`config.mk`:
```
export PLATFORM = sky130hd
export DESIGN_NAME = regfile_wb_flat
export DESIGN_NICKNAME = d
export VERILOG_FILES = /design/src/rtl/wb_pkg.sv /design/src/rtl/regfile_wb_if.sv /design/src/rtl/wb_fifo.sv /design/src/rtl/regfile_wb.sv /design/src/flat_wrapper.sv
export SDC_FILE = /design/constraint.sdc
export NUM_CORES = 1
export LEC_CHECK = 0
export ABC_AREA = 1
export BUFFER_PORTS_ARGS = -buffer_cell sky130_fd_sc_hd__buf_2
export CAP_MARGIN = 20
export CELL_PAD_IN_SITES_DETAIL_PLACEMENT = 1
export CELL_PAD_IN_SITES_GLOBAL_PLACEMENT = 1
export CORE_MARGIN = 2
export CORE_UTILIZATION = 42
export DETAILED_ROUTE_END_ITERATION = 12
export GPL_TIMING_DRIVEN = 1
export PLACE_DENSITY = 0.94
export SLEW_MARGIN = 10
export SYNTH_ARGS = -nofsm -noshare
export SYNTH_HDL_FRONTEND = slang
export SYNTH_SLANG_ARGS = --single-unit
```
`constraint.sdc`:
```
create_clock -name clk -period 6.2 [get_ports clk]
set_input_delay 0.31 -clock clk [delete_from_list [all_inputs] [get_ports clk]]
set_output_delay 0.31 -clock clk [all_outputs]
set_load 0.02 [all_outputs]
```
`src/rtl/wb_pkg.sv`:
```
// Shared types for the register-file write-back controller.
// Entry layout, source tags and arbitration constants.
package wb_pkg;

  localparam int XLEN       = 32;
  localparam int AW         = 5;
  localparam int STARVE_LIM = 2;

  typedef struct packed {
    logic [AW-1:0]   rd;
    logic [XLEN-1:0] data;
  } entry_t;

  typedef enum logic {
    SRC_ALU,
    SRC_LD
  } src_t;

  typedef struct packed {
    logic            hit;
    logic [XLEN-1:0] data;
  } fwd_t;

endpackage

```
`src/rtl/regfile_wb_if.sv`:
```
// Bundle between the execute/load paths, the register file
// write port and the operand-fetch forwarding taps.
interface regfile_wb_if;
  import wb_pkg::*;

  logic            alu_valid;
  logic            alu_ready;
  logic [AW-1:0]   alu_rd;
  logic [XLEN-1:0] alu_data;
  logic            ld_valid;
  logic            ld_ready;
  logic [AW-1:0]   ld_rd;
  logic [XLEN-1:0] ld_data;
  logic            we3;
  logic [AW-1:0]   ar3;
  logic [XLEN-1:0] r3;
  logic [AW-1:0]   ar1;
  logic [AW-1:0]   ar2;
  logic            fwd1_hit;
  logic            fwd2_hit;
  logic [XLEN-1:0] fwd1_data;
  logic [XLEN-1:0] fwd2_data;
  logic            busy;

  modport master (
    output alu_valid, alu_rd, alu_data,
    output ld_valid, ld_rd, ld_data,
    output ar1, ar2,
    input  alu_ready, ld_ready,
    input  we3, ar3, r3,
    input  fwd1_hit, fwd2_hit,
    input  fwd1_data, fwd2_data,
    input  busy
  );

  modport slave (
    input  alu_valid, alu_rd, alu_data,
    input  ld_valid, ld_rd, ld_data,
    input  ar1, ar2,
    output alu_ready, ld_ready,
    output we3, ar3, r3,
    output fwd1_hit, fwd2_hit,
    output fwd1_data, fwd2_data,
    output busy
  );

endinterface

```
`src/rtl/wb_fifo.sv`:
```
// In-order write queue; exposes every slot youngest-first
// so the forwarding search can see pending writes.
module wb_fifo
  import wb_pkg::*;
#(
  parameter  int DEPTH = 2,
  localparam int CW    = $clog2(DEPTH + 1)
) (
  input  logic                 clk,
  input  logic                 rst,
  input  logic                 i_push,
  input  entry_t               i_ent,
  input  logic                 i_pop,
  output entry_t               o_head,
  output logic [CW-1:0]        o_count,
  output entry_t [DEPTH-1:0]   o_ent,
  output logic   [DEPTH-1:0]   o_vld
);

  localparam int PW = $clog2(DEPTH);

  logic [PW-1:0] r_wr;
  logic [PW-1:0] r_rd;
  logic [CW-1:0] r_cnt;
  entry_t        r_mem [DEPTH];
  logic          w_pop;

  assign w_pop = i_pop && (r_cnt != '0);

  always_ff @(posedge clk or negedge rst) begin
    if (!rst) begin
      r_wr  <= '0;
      r_rd  <= '0;
      r_cnt <= '0;
    end else begin
      if (i_push) r_wr <= r_wr + 1'b1;
      if (w_pop)  r_rd <= r_rd + 1'b1;
      r_cnt <= r_cnt + CW'(i_push) - CW'(w_pop);
    end
  end

  // Storage needs no reset; validity comes from r_cnt.
  always_ff @(posedge clk) begin
    if (i_push) r_mem[r_wr] <= i_ent;
  end

  assign o_head  = r_mem[r_rd];
  assign o_count = r_cnt;

  always_comb begin
    logic [PW-1:0] w_idx;
    w_idx = '0;
    o_ent = '0;
    o_vld = '0;
    for (int i = 0; i < DEPTH; i++) begin
      w_idx    = r_wr - PW'(i + 1);
      o_ent[i] = r_mem[w_idx];
      o_vld[i] = CW'(i) < r_cnt;
    end
  end

endmodule

```
`src/rtl/regfile_wb.sv`:
```
// Register-file write-back controller: arbitrates ALU/load,
// queues writes, retires one per cycle and forwards pending data.
module regfile_wb
  import wb_pkg::*;
#(
  parameter int DEPTH = 2
) (
  input  logic          clk,
  input  logic          rst,
  regfile_wb_if.slave   bus
);

  localparam int CW = $clog2(DEPTH + 1);

  logic [1:0]         r_starve;
  logic               r_we3;
  logic [AW-1:0]      r_ar3;
  logic [XLEN-1:0]    r_r3;

  logic               w_force;
  logic               w_space;
  logic               w_ld_gnt;
  logic               w_alu_gnt;
  logic               w_ld_acc;
  logic               w_alu_acc;
  logic               w_push;
  logic               w_pop;
  src_t               w_src;
  entry_t             w_ent;
  entry_t             w_head;
  logic [CW-1:0]      w_cnt;
  entry_t [DEPTH-1:0] w_q;
  logic   [DEPTH-1:0] w_qv;
  fwd_t               w_f1;
  fwd_t               w_f2;

  // Load wins unless the ALU has been passed over too long.
  assign w_force   = r_starve >= 2'(STARVE_LIM);
  assign w_space   = w_cnt < CW'(DEPTH);
  assign w_ld_gnt  = !w_force;
  assign w_alu_gnt = w_force || !bus.ld_valid;

  assign bus.ld_ready  = w_space && w_ld_gnt;
  assign bus.alu_ready = w_space && w_alu_gnt;

  assign w_ld_acc  = bus.ld_valid && bus.ld_ready;
  assign w_alu_acc = bus.alu_valid && bus.alu_ready;

  assign w_src = w_ld_acc ? SRC_LD : SRC_ALU;

  always_comb begin
    w_ent = '0;
    unique case (1'b1)
      (w_src == SRC_LD):  w_ent = '{rd: bus.ld_rd,  data: bus.ld_data};
      (w_src == SRC_ALU): w_ent = '{rd: bus.alu_rd, data: bus.alu_data};
      default:            w_ent = '0;
    endcase
  end

  // x0 writes complete the handshake but are dropped here.
  assign w_push = (w_ld_acc || w_alu_acc) && (w_ent.rd != '0);
  assign w_pop  = w_cnt != '0;

  wb_fifo #(.DEPTH(DEPTH)) u_fifo (
    .clk     (clk),
    .rst     (rst),
    .i_push  (w_push),
    .i_ent   (w_ent),
    .i_pop   (w_pop),
    .o_head  (w_head),
    .o_count (w_cnt),
    .o_ent   (w_q),
    .o_vld   (w_qv)
  );

  always_ff @(posedge clk or negedge rst) begin
    if (!rst) begin
      r_starve <= '0;
    end else if (!bus.alu_valid || w_alu_acc) begin
      r_starve <= '0;
    end else if (!w_alu_gnt && r_starve < 2'(STARVE_LIM)) begin
      r_starve <= r_starve + 2'd1;
    end
  end

  always_ff @(posedge clk or negedge rst) begin
    if (!rst) begin
      r_we3 <= 1'b0;
      r_ar3 <= '0;
      r_r3  <= '0;
    end else begin
      r_we3 <= w_pop;
      if (w_pop) begin
        r_ar3 <= w_head.rd;
        r_r3  <= w_head.data;
      end
    end
  end

  assign bus.we3  = r_we3;
  assign bus.ar3  = r_ar3;
  assign bus.r3   = r_r3;
  assign bus.busy = (w_cnt != '0) || r_we3;

  // Output stage first, then oldest to youngest: last match wins.
  function automatic fwd_t lookup(
    input logic [AW-1:0]    a,
    input entry_t [DEPTH-1:0] q,
    input logic [DEPTH-1:0] qv,
    input logic             we,
    input logic [AW-1:0]    oar,
    input logic [XLEN-1:0]  odat
  );
    fwd_t f;
    f = '0;
    if (a != '0) begin
      if (we && oar == a) f = '{hit: 1'b1, data: odat};
      for (int i = DEPTH - 1; i >= 0; i--) begin
        if (qv[i] && q[i].rd == a) f = '{hit: 1'b1, data: q[i].data};
      end
    end
    return f;
  endfunction

  assign w_f1 = lookup(bus.ar1, w_q, w_qv, r_we3, r_ar3, r_r3);
  assign w_f2 = lookup(bus.ar2, w_q, w_qv, r_we3, r_ar3, r_r3);

  assign bus.fwd1_hit  = w_f1.hit;
  assign bus.fwd1_data = w_f1.data;
  assign bus.fwd2_hit  = w_f2.hit;
  assign bus.fwd2_data = w_f2.data;

endmodule

```
`src/flat_wrapper.sv`:
```
// flat-port wrapper written by rule: the top's interface ports become plain ports
module regfile_wb_flat import wb_pkg::*;
#(
  parameter int DEPTH = 2
)
  (clk, rst, bus_alu_valid, bus_alu_rd, bus_alu_data, bus_ld_valid, bus_ld_rd, bus_ld_data, bus_ar1, bus_ar2, bus_alu_ready, bus_ld_ready, bus_we3, bus_ar3, bus_r3, bus_fwd1_hit, bus_fwd2_hit, bus_fwd1_data, bus_fwd2_data, bus_busy);
  regfile_wb_if bus_i ();
  input  logic clk;
  input  logic rst;
  input wire logic [$bits(bus_i.alu_valid)-1:0] bus_alu_valid;
  input wire logic [$bits(bus_i.alu_rd)-1:0] bus_alu_rd;
  input wire logic [$bits(bus_i.alu_data)-1:0] bus_alu_data;
  input wire logic [$bits(bus_i.ld_valid)-1:0] bus_ld_valid;
  input wire logic [$bits(bus_i.ld_rd)-1:0] bus_ld_rd;
  input wire logic [$bits(bus_i.ld_data)-1:0] bus_ld_data;
  input wire logic [$bits(bus_i.ar1)-1:0] bus_ar1;
  input wire logic [$bits(bus_i.ar2)-1:0] bus_ar2;
  output wire logic [$bits(bus_i.alu_ready)-1:0] bus_alu_ready;
  output wire logic [$bits(bus_i.ld_ready)-1:0] bus_ld_ready;
  output wire logic [$bits(bus_i.we3)-1:0] bus_we3;
  output wire logic [$bits(bus_i.ar3)-1:0] bus_ar3;
  output wire logic [$bits(bus_i.r3)-1:0] bus_r3;
  output wire logic [$bits(bus_i.fwd1_hit)-1:0] bus_fwd1_hit;
  output wire logic [$bits(bus_i.fwd2_hit)-1:0] bus_fwd2_hit;
  output wire logic [$bits(bus_i.fwd1_data)-1:0] bus_fwd1_data;
  output wire logic [$bits(bus_i.fwd2_data)-1:0] bus_fwd2_data;
  output wire logic [$bits(bus_i.busy)-1:0] bus_busy;
  assign bus_i.alu_valid = bus_alu_valid;
  assign bus_i.alu_rd = bus_alu_rd;
  assign bus_i.alu_data = bus_alu_data;
  assign bus_i.ld_valid = bus_ld_valid;
  assign bus_i.ld_rd = bus_ld_rd;
  assign bus_i.ld_data = bus_ld_data;
  assign bus_i.ar1 = bus_ar1;
  assign bus_i.ar2 = bus_ar2;
  assign bus_alu_ready = bus_i.alu_ready;
  assign bus_ld_ready = bus_i.ld_ready;
  assign bus_we3 = bus_i.we3;
  assign bus_ar3 = bus_i.ar3;
  assign bus_r3 = bus_i.r3;
  assign bus_fwd1_hit = bus_i.fwd1_hit;
  assign bus_fwd2_hit = bus_i.fwd2_hit;
  assign bus_fwd1_data = bus_i.fwd1_data;
  assign bus_fwd2_data = bus_i.fwd2_data;
  assign bus_busy = bus_i.busy;
  regfile_wb #(.DEPTH(DEPTH)) u_core (.clk(clk), .rst(rst), .bus(bus_i));
endmodule
```
# Word-level counts from Yosys, hierarchy flattened
# Memories as Yosys holds them, arrays and structs flattened. A register that Yosys moved wholly into a read port is not among the register bits.
# Cells that the tools add are included.
dict set report word_totals {
  memories 1
  out_inout_bits 107
  mem_bits_rw 74
  ff_bits 7
}
dict set report op_classes {
  reduce_logical 26
  eq_ne 6
  order_cmp 5
  n_bitwise 1
  muxes 14
  n_addsub 6
}
# name words word_bits read_ports rd_ports_with_merged_regs wr line
set memory_table {}
lappend memory_table {u_core.u_fifo.r_mem 2 37 3 1 1 wb_fifo.sv:25} ;# entry_t r_mem [DEPTH];
# op n
set ops {}
lappend ops {{33-bit two-way mux} 8}
lappend ops {{37-bit case mux with 2 select lines} 1}
lappend ops {{5-bit equality test} 6}
lappend ops {{5-bit nonzero test} 3}
lappend ops {{1-bit logical AND} 12}
lappend ops {{1-bit zero test} 5}
lappend ops {{1-bit logical OR} 4}
lappend ops {{1-bit by 2-bit less-than comparator with 1-bit output, first input constant} 2}
lappend ops {{2-bit less-than comparator, second input constant} 2}
lappend ops {{2-bit two-way mux} 2}
lappend ops {{2-bit nonzero test} 2}
lappend ops {{1-bit two-way mux} 3}
lappend ops {{1-bit adder, second input constant} 2}
lappend ops {{2-bit by 1-bit adder with 2-bit output} 1}
lappend ops {{2-bit by 1-bit adder with 2-bit output, second input constant} 1}
lappend ops {{2-bit >= comparator, second input constant} 1}
lappend ops {{2-bit by 1-bit subtractor with 2-bit output} 1}
lappend ops {{1-bit inverter} 1}
lappend ops {{1-bit subtractor, second input constant} 1}

# Depth between registers and ports, before layout
dict set report logic_depth {
  ltp_word 11
  ltp_mapped 15
  depth_no_buf 12
}

# Cells and area by module
# From an unflattened synthesis, not the netlist that was laid out.
dict set report hier_totals {
  cells_unflattened 1329
  area_unflattened_um2 8783.4
}
# module n_inst cells_per_inst area_per_inst_um2
set by_module_without_submodules {}
lappend by_module_without_submodules {regfile_wb 1 941 4976.0}
lappend by_module_without_submodules {wb_fifo 1 388 3807.4}

# Least setup slack after synthesis
# OpenSTA, ideal clock, no wires.
dict set report synth_path {
  path_type {reg2reg}
  from {register u_core.u_fifo.r_cnt[1], in the netlist u_core.u_fifo.o_count[1]}
  to {memory u_core.u_fifo.r_mem[1][0] (netlist bit), enable pin}
  setup_slack_ps 2893
  arrival_ps 2874
  required_ps 5767
  setup_time_ps 433
  path_stages_with_launch 10
  path_cell_list {dfrtp_1 -> buf_2 -> nor2_4 -> nand2_1 -> buf_2 -> nand2_1 -> o21ai_0 -> nand3_1 -> o21ai_2 -> nor2_1}
}
dict set report synth_between {
  elab_chain_cells 10
  elab_cells_between_ends 13
  cone_classes {1 x order compare; 4 x mux; 1 x bitwise; 7 x reduce/logical}
}
# element line
set synth_rtl {}
lappend synth_rtl {{start, declared} wb_fifo.sv:24} ;# logic [CW-1:0] r_cnt;
lappend synth_rtl {{start signal, assigned} wb_fifo.sv:38} ;# r_cnt <= r_cnt + CW'(i_push) - CW'(w_pop);
lappend synth_rtl {{2-bit less-than comparator *} regfile_wb.sv:39} ;# assign w_space = w_cnt < CW'(DEPTH);
lappend synth_rtl {{1-bit logical AND *} regfile_wb.sv:43} ;# assign bus.ld_ready = w_space && w_ld_gnt;
lappend synth_rtl {{named net bus_ld_ready} flat_wrapper.sv:19} ;# output wire logic [$bits(bus_i.ld_ready)-1:0] bus_ld_ready;
lappend synth_rtl {{1-bit logical AND *} regfile_wb.sv:46} ;# assign w_ld_acc = bus.ld_valid && bus.ld_ready;
lappend synth_rtl {{1-bit two-way mux} regfile_wb.sv:49} ;# assign w_src = w_ld_acc ? SRC_LD : SRC_ALU;
lappend synth_rtl {{1-bit inverter} regfile_wb.sv:55} ;# (w_src == SRC_ALU): w_ent = '{rd: bus.alu_rd, data: bus.alu_data};
lappend synth_rtl {{37-bit case mux with 2 select lines} regfile_wb.sv:53} ;# unique case (1'b1)
lappend synth_rtl {{5-bit nonzero test} regfile_wb.sv:61} ;# assign w_push = (w_ld_acc || w_alu_acc) && (w_ent.rd != '0);
lappend synth_rtl {{1-bit logical AND *} regfile_wb.sv:61}
lappend synth_rtl {{1-bit two-way mux *} wb_fifo.sv:44} ;# if (i_push) r_mem[r_wr] <= i_ent;
lappend synth_rtl {{1-bit two-way mux (not written as such) *} wb_fifo.sv:44}
lappend synth_rtl {{end, declared} wb_fifo.sv:25}
# The timed path passes the listed nets; every way through them passes the cells marked *.

# Worst setup path after layout
dict set report layout_path {
  from {register u_core.u_fifo.r_wr}
  to {output port bus_fwd2_data[28]}
}
dict set report layout_between {
  elab_chain_cells 6
  elab_cells_between_ends 9
  cone_classes {1 x add/sub; 2 x eq/ne; 3 x mux; 2 x reduce/logical; 1 x memory}
}
# element line
set layout_rtl {}
lappend layout_rtl {{start, declared} wb_fifo.sv:22} ;# logic [PW-1:0] r_wr;
lappend layout_rtl {{start signal, assigned} wb_fifo.sv:36} ;# if (i_push) r_wr <= r_wr + 1'b1;
lappend layout_rtl {{1-bit subtractor or memory 2 x 37 bit (tied branches)} --}
lappend layout_rtl {{memory 2 x 37 bit *} --}
lappend layout_rtl {{5-bit equality test or 1-bit logical AND (tied branches)} regfile_wb.sv:119} ;# if (qv[i] && q[i].rd == a) f = '{hit: 1'b1, data: q[i].data};
lappend layout_rtl {{1-bit logical AND or 33-bit two-way mux (tied branches)} regfile_wb.sv:119}
lappend layout_rtl {{33-bit two-way mux *} regfile_wb.sv:119}
lappend layout_rtl {{33-bit two-way mux *} regfile_wb.sv:116} ;# if (a != '0) begin
lappend layout_rtl {{end, declared} flat_wrapper.sv:26} ;# output wire logic [$bits(bus_i.fwd2_data)-1:0] bus_fwd2_data;
# Mark *: on every way between the ends. The rest lies on a longest branch, timed or not.

==> out/qor.csv <==
metric,value,unit
cts_hold_buffers,0,
ys_seq_area_share,38.0,%
end_kind,primary output,
grt_usage,30.7,%
die_height,148,µm
cts-root-buf,clkbuf_16,
netlist_instances,1253,
sequentialPowerShare,30.3,%
mappedNetlistArea,8750,µm²
place_area,9720,µm²
die-area,22000,µm²
p_leak,5.34,nW
cts_buffers,17,
cts_resized,0,
startpoint,u_core.u_fifo.r_wr,
post-route-util,51.0,%
gp_congestion,0.921,
synth-xor-area-share,0.300,%
drive_gt1_share,21.9,%
timing.setup.tns,0,ps
pwr-share-clk,27.2,%
areaGrowthSynthToFinish,18.7,%
p_int,2.16,mW
drt-initial-drc-count,877,
clock_sinks,118,
synth_top_family_by_area,simple AND/OR/NAND/NOR gates,
finalHoldViolations,0,
grt_pass1_wl,53000,µm
rsz0062_at_grt,false,
relSlewSlack,37.2,%
drt-pass1-iter-count,5,
final_max_slew_viol_count,0,
path_max_fanout,87,
dr_total_vias,9884,
nets,1486,
path_clk_slew,70,ps
postRouteAntennaNets,0,
worstSetupStartpointType,flip-flop,
clock_latency,440,ps
synth_cell_types,32,
power_density,373,nW/µm²
die_w,148,µm
yosys.area.top_type_share,25.4,%
status,"complete, no violations",
synth_compound_area_share,11.5,%
yosys.area_share.simple,34.3,%
synth_warnings,0,
grt_max_degree,88,
synthAdderAreaFrac,0.286,%
antenna_found_initial,0,
max_freq,212,MHz
timing.rr.start,u_core.u_fifo.o_count[1],
core_area,20400,µm²
multiInputGateArea,4450,µm²
io_pins,195,
final_area,10400,µm²
critPathKind,reg2out,
wl_per_cell,20.4,µm
clk_path_buf_depth,2,
drcViolationCount,0,
fillCellCount,2694,
p_sw_share,44.4,%
synth.avg_cell_area,6.98,µm²
cap_viol_max_count,0,
dp_hpwl,21800,µm
netlist_top_cells_area,"edfxtp_1 (25%), nand2_1 (13%), dfrtp_1 (13%)",
ys_ff_latch,118,
min_period_over_period,76.2,%
rows,52,
via_per_inst,5.89,
p_switching,1.72,mW
routed_wl,34300,µm
initial_core_util,43.0,%
cts_tree,done,
fin_skew,15.9,ps
ir_drop,0.259,mV
overflow,0,
worstPathRequired,5890,ps
seq_area,3320,µm²
postCtsSetupBuffers,0,
h-tree-depth,4,
worst_pin_slew,939,ps
min_period,4720,ps
grt_pass1_vias,10100,
r2r_setup_slack,2960,ps
diodes,0,
reg2reg_depth,9,
arrival,4410,ps
synth_top_cell_by_area,edfxtp_1,
synthMuxAreaShare,4.12,%
setup_viol_count_final,0,
synth_nets,1343,
crit-reg2reg-capture,u_core.u_fifo.r_mem[1][36],
power_frac_comb,42.5,%
portBuffers,194,
hold_class,in2async,
==> Yosys cell counts <==
library cell	number
inv_2	4
buf_6	11
o211ai_1	30
clkbuf_1	23
nor2_2	4
xor2_1	2
dfrtp_1	44
o21ai_1	18
o21ai_0	102
o21ai_2	4
clkinv_1	1
buf_1	3
nor2_8	1
buf_2	44
buf_4	1
nand4_1	71
a21oi_1	25
ha_1	2
nand3_4	3
inv_1	145
a21oi_2	1
xnor2_1	1
or2_2	2
nand2_2	9
mux2_2	32
nor2_1	200
nand2_1	309
nand3_1	78
nor2_4	6
nand3_2	2
a22oi_1	1
edfxtp_1	74
==> worst max path at each step <==
stage,to,slack (ps),cells after the start
2_1_floorplan,u_core.u_fifo.r_mem[1][0],2890,9
3_3_place_gp,bus_fwd2_data[10],2360,11
3_5_place_dp,bus_fwd2_data[21],2150,11
4_1_cts,bus_fwd2_data[5],1650,11
5_1_grt,bus_fwd2_data[27],1210,11
6_report,bus_fwd2_data[28],1480,11
==> sequential cells by signal (all words and copies together) (netlist names) <==
register / flops
u_core.u_fifo.r_mem: 74
u_core.bus.r3: 32
u_core.u_fifo.o_count: 2
u_core.bus.we3: 1
u_core.bus.ar3: 5
u_core.r_starve: 2
u_core.u_fifo.r_wr: 1
u_core.u_fifo.r_rd: 1
==> worst max-delay path: stages (launching register included) <==
cell and delay [ps]:
dfrtp_2 370, buf_4 730, nand2_1 210, nand3_1 160
nand2_1 110, nor2_4 730, nand3_2 880, nand2_1 300
nand3_1 110, nand2_1 110, inv_1 60, buf_2 150
==> cell families (layout without fill, tap and decap cells) <==
kind of cell,after synthesis,in the layout
AND/OR/NAND/NOR,685,685
buffers and inverters,232,388
AO/OA/AOI/OAI,181,181
flip-flops,118,118
multiplexers,32,32
XOR/XNOR,3,3
adder cells (fa/ha/maj),2,2
==> placed cells by master (no fill, tap or decap), types with 2 or more instances in the layout <==
cell / netlist / layout
o21ai_1: 18 / 18
edfxtp_1: 74 / 74
clkbuf_1: 23 / 2
clkinv_1: 1 / 5
bufinv_16: 0 / 4
nor2_4: 6 / 10
buf_2: 44 / 194
dfrtp_1: 44 / 43
nor2_1: 200 / 198
nand4_1: 71 / 71
xor2_1: 2 / 2
ha_1: 2 / 2
or2_2: 2 / 2
buf_4: 1 / 10
nand3_4: 3 / 3
nand2_1: 309 / 308
inv_1: 145 / 143
inv_2: 4 / 6
nand3_2: 2 / 4
clkbuf_16: 0 / 17
o21ai_2: 4 / 4
a21oi_1: 25 / 25
buf_16: 0 / 2
nor2_2: 4 / 2
nand2_2: 9 / 10
o211ai_1: 30 / 30
mux2_2: 32 / 32
nand3_1: 78 / 76
clkinv_2: 0 / 3
o21ai_0: 102 / 102
==> stage by stage <==
step | setup WS (ps) | total power, mW | hold slack, ps | cells
floorplan | 2890 | 2.25 | 14.4 | 1253
detailed placement | 2150 | 2.78 | 484 | 1645
CTS | 1650 | 3.84 | 36.1 | 1677
finish | 1480 | 3.88 | 4.16 | 1679
global route | 1210 | 4.07 | 54.8 | 1679
global placement | 2360 | 2.71 | 465 | 1645
==> power by group through the flow <==
stage	clock network [mW]	registers, mW	logic [mW]
floorplan	0	1.28	0.970
global placement	0	1.18	1.53
detailed placement	0	1.18	1.60
CTS	1.05	1.17	1.62
global route	1.08	1.19	1.79
finish	1.05	1.18	1.65
==> layer usage <==
metal	vias up	part of all wire [%]	track usage, %
li1	4395	-	-
met1	4802	40	38.5
met2	571	48	50.8
met3	116	8.1	6.10
met4	0	3.9	14.8
met5	-	0	0
==> layout make-up <==
| cell class | count | share of cell area, % |
|---|---|---|
| Multi-Input combinational cell | 903 | 42.9 |
| Sequential cell | 118 | 32.0 |
| Timing Repair Buffer | 206 | 10.6 |
| Inverter | 150 | 5.42 |
| Clock buffer | 20 | 4.30 |
| Tap cell | 270 | 3.25 |
| Clock inverter | 12 | 1.52 |
Power figures use the tool's default switching activity.
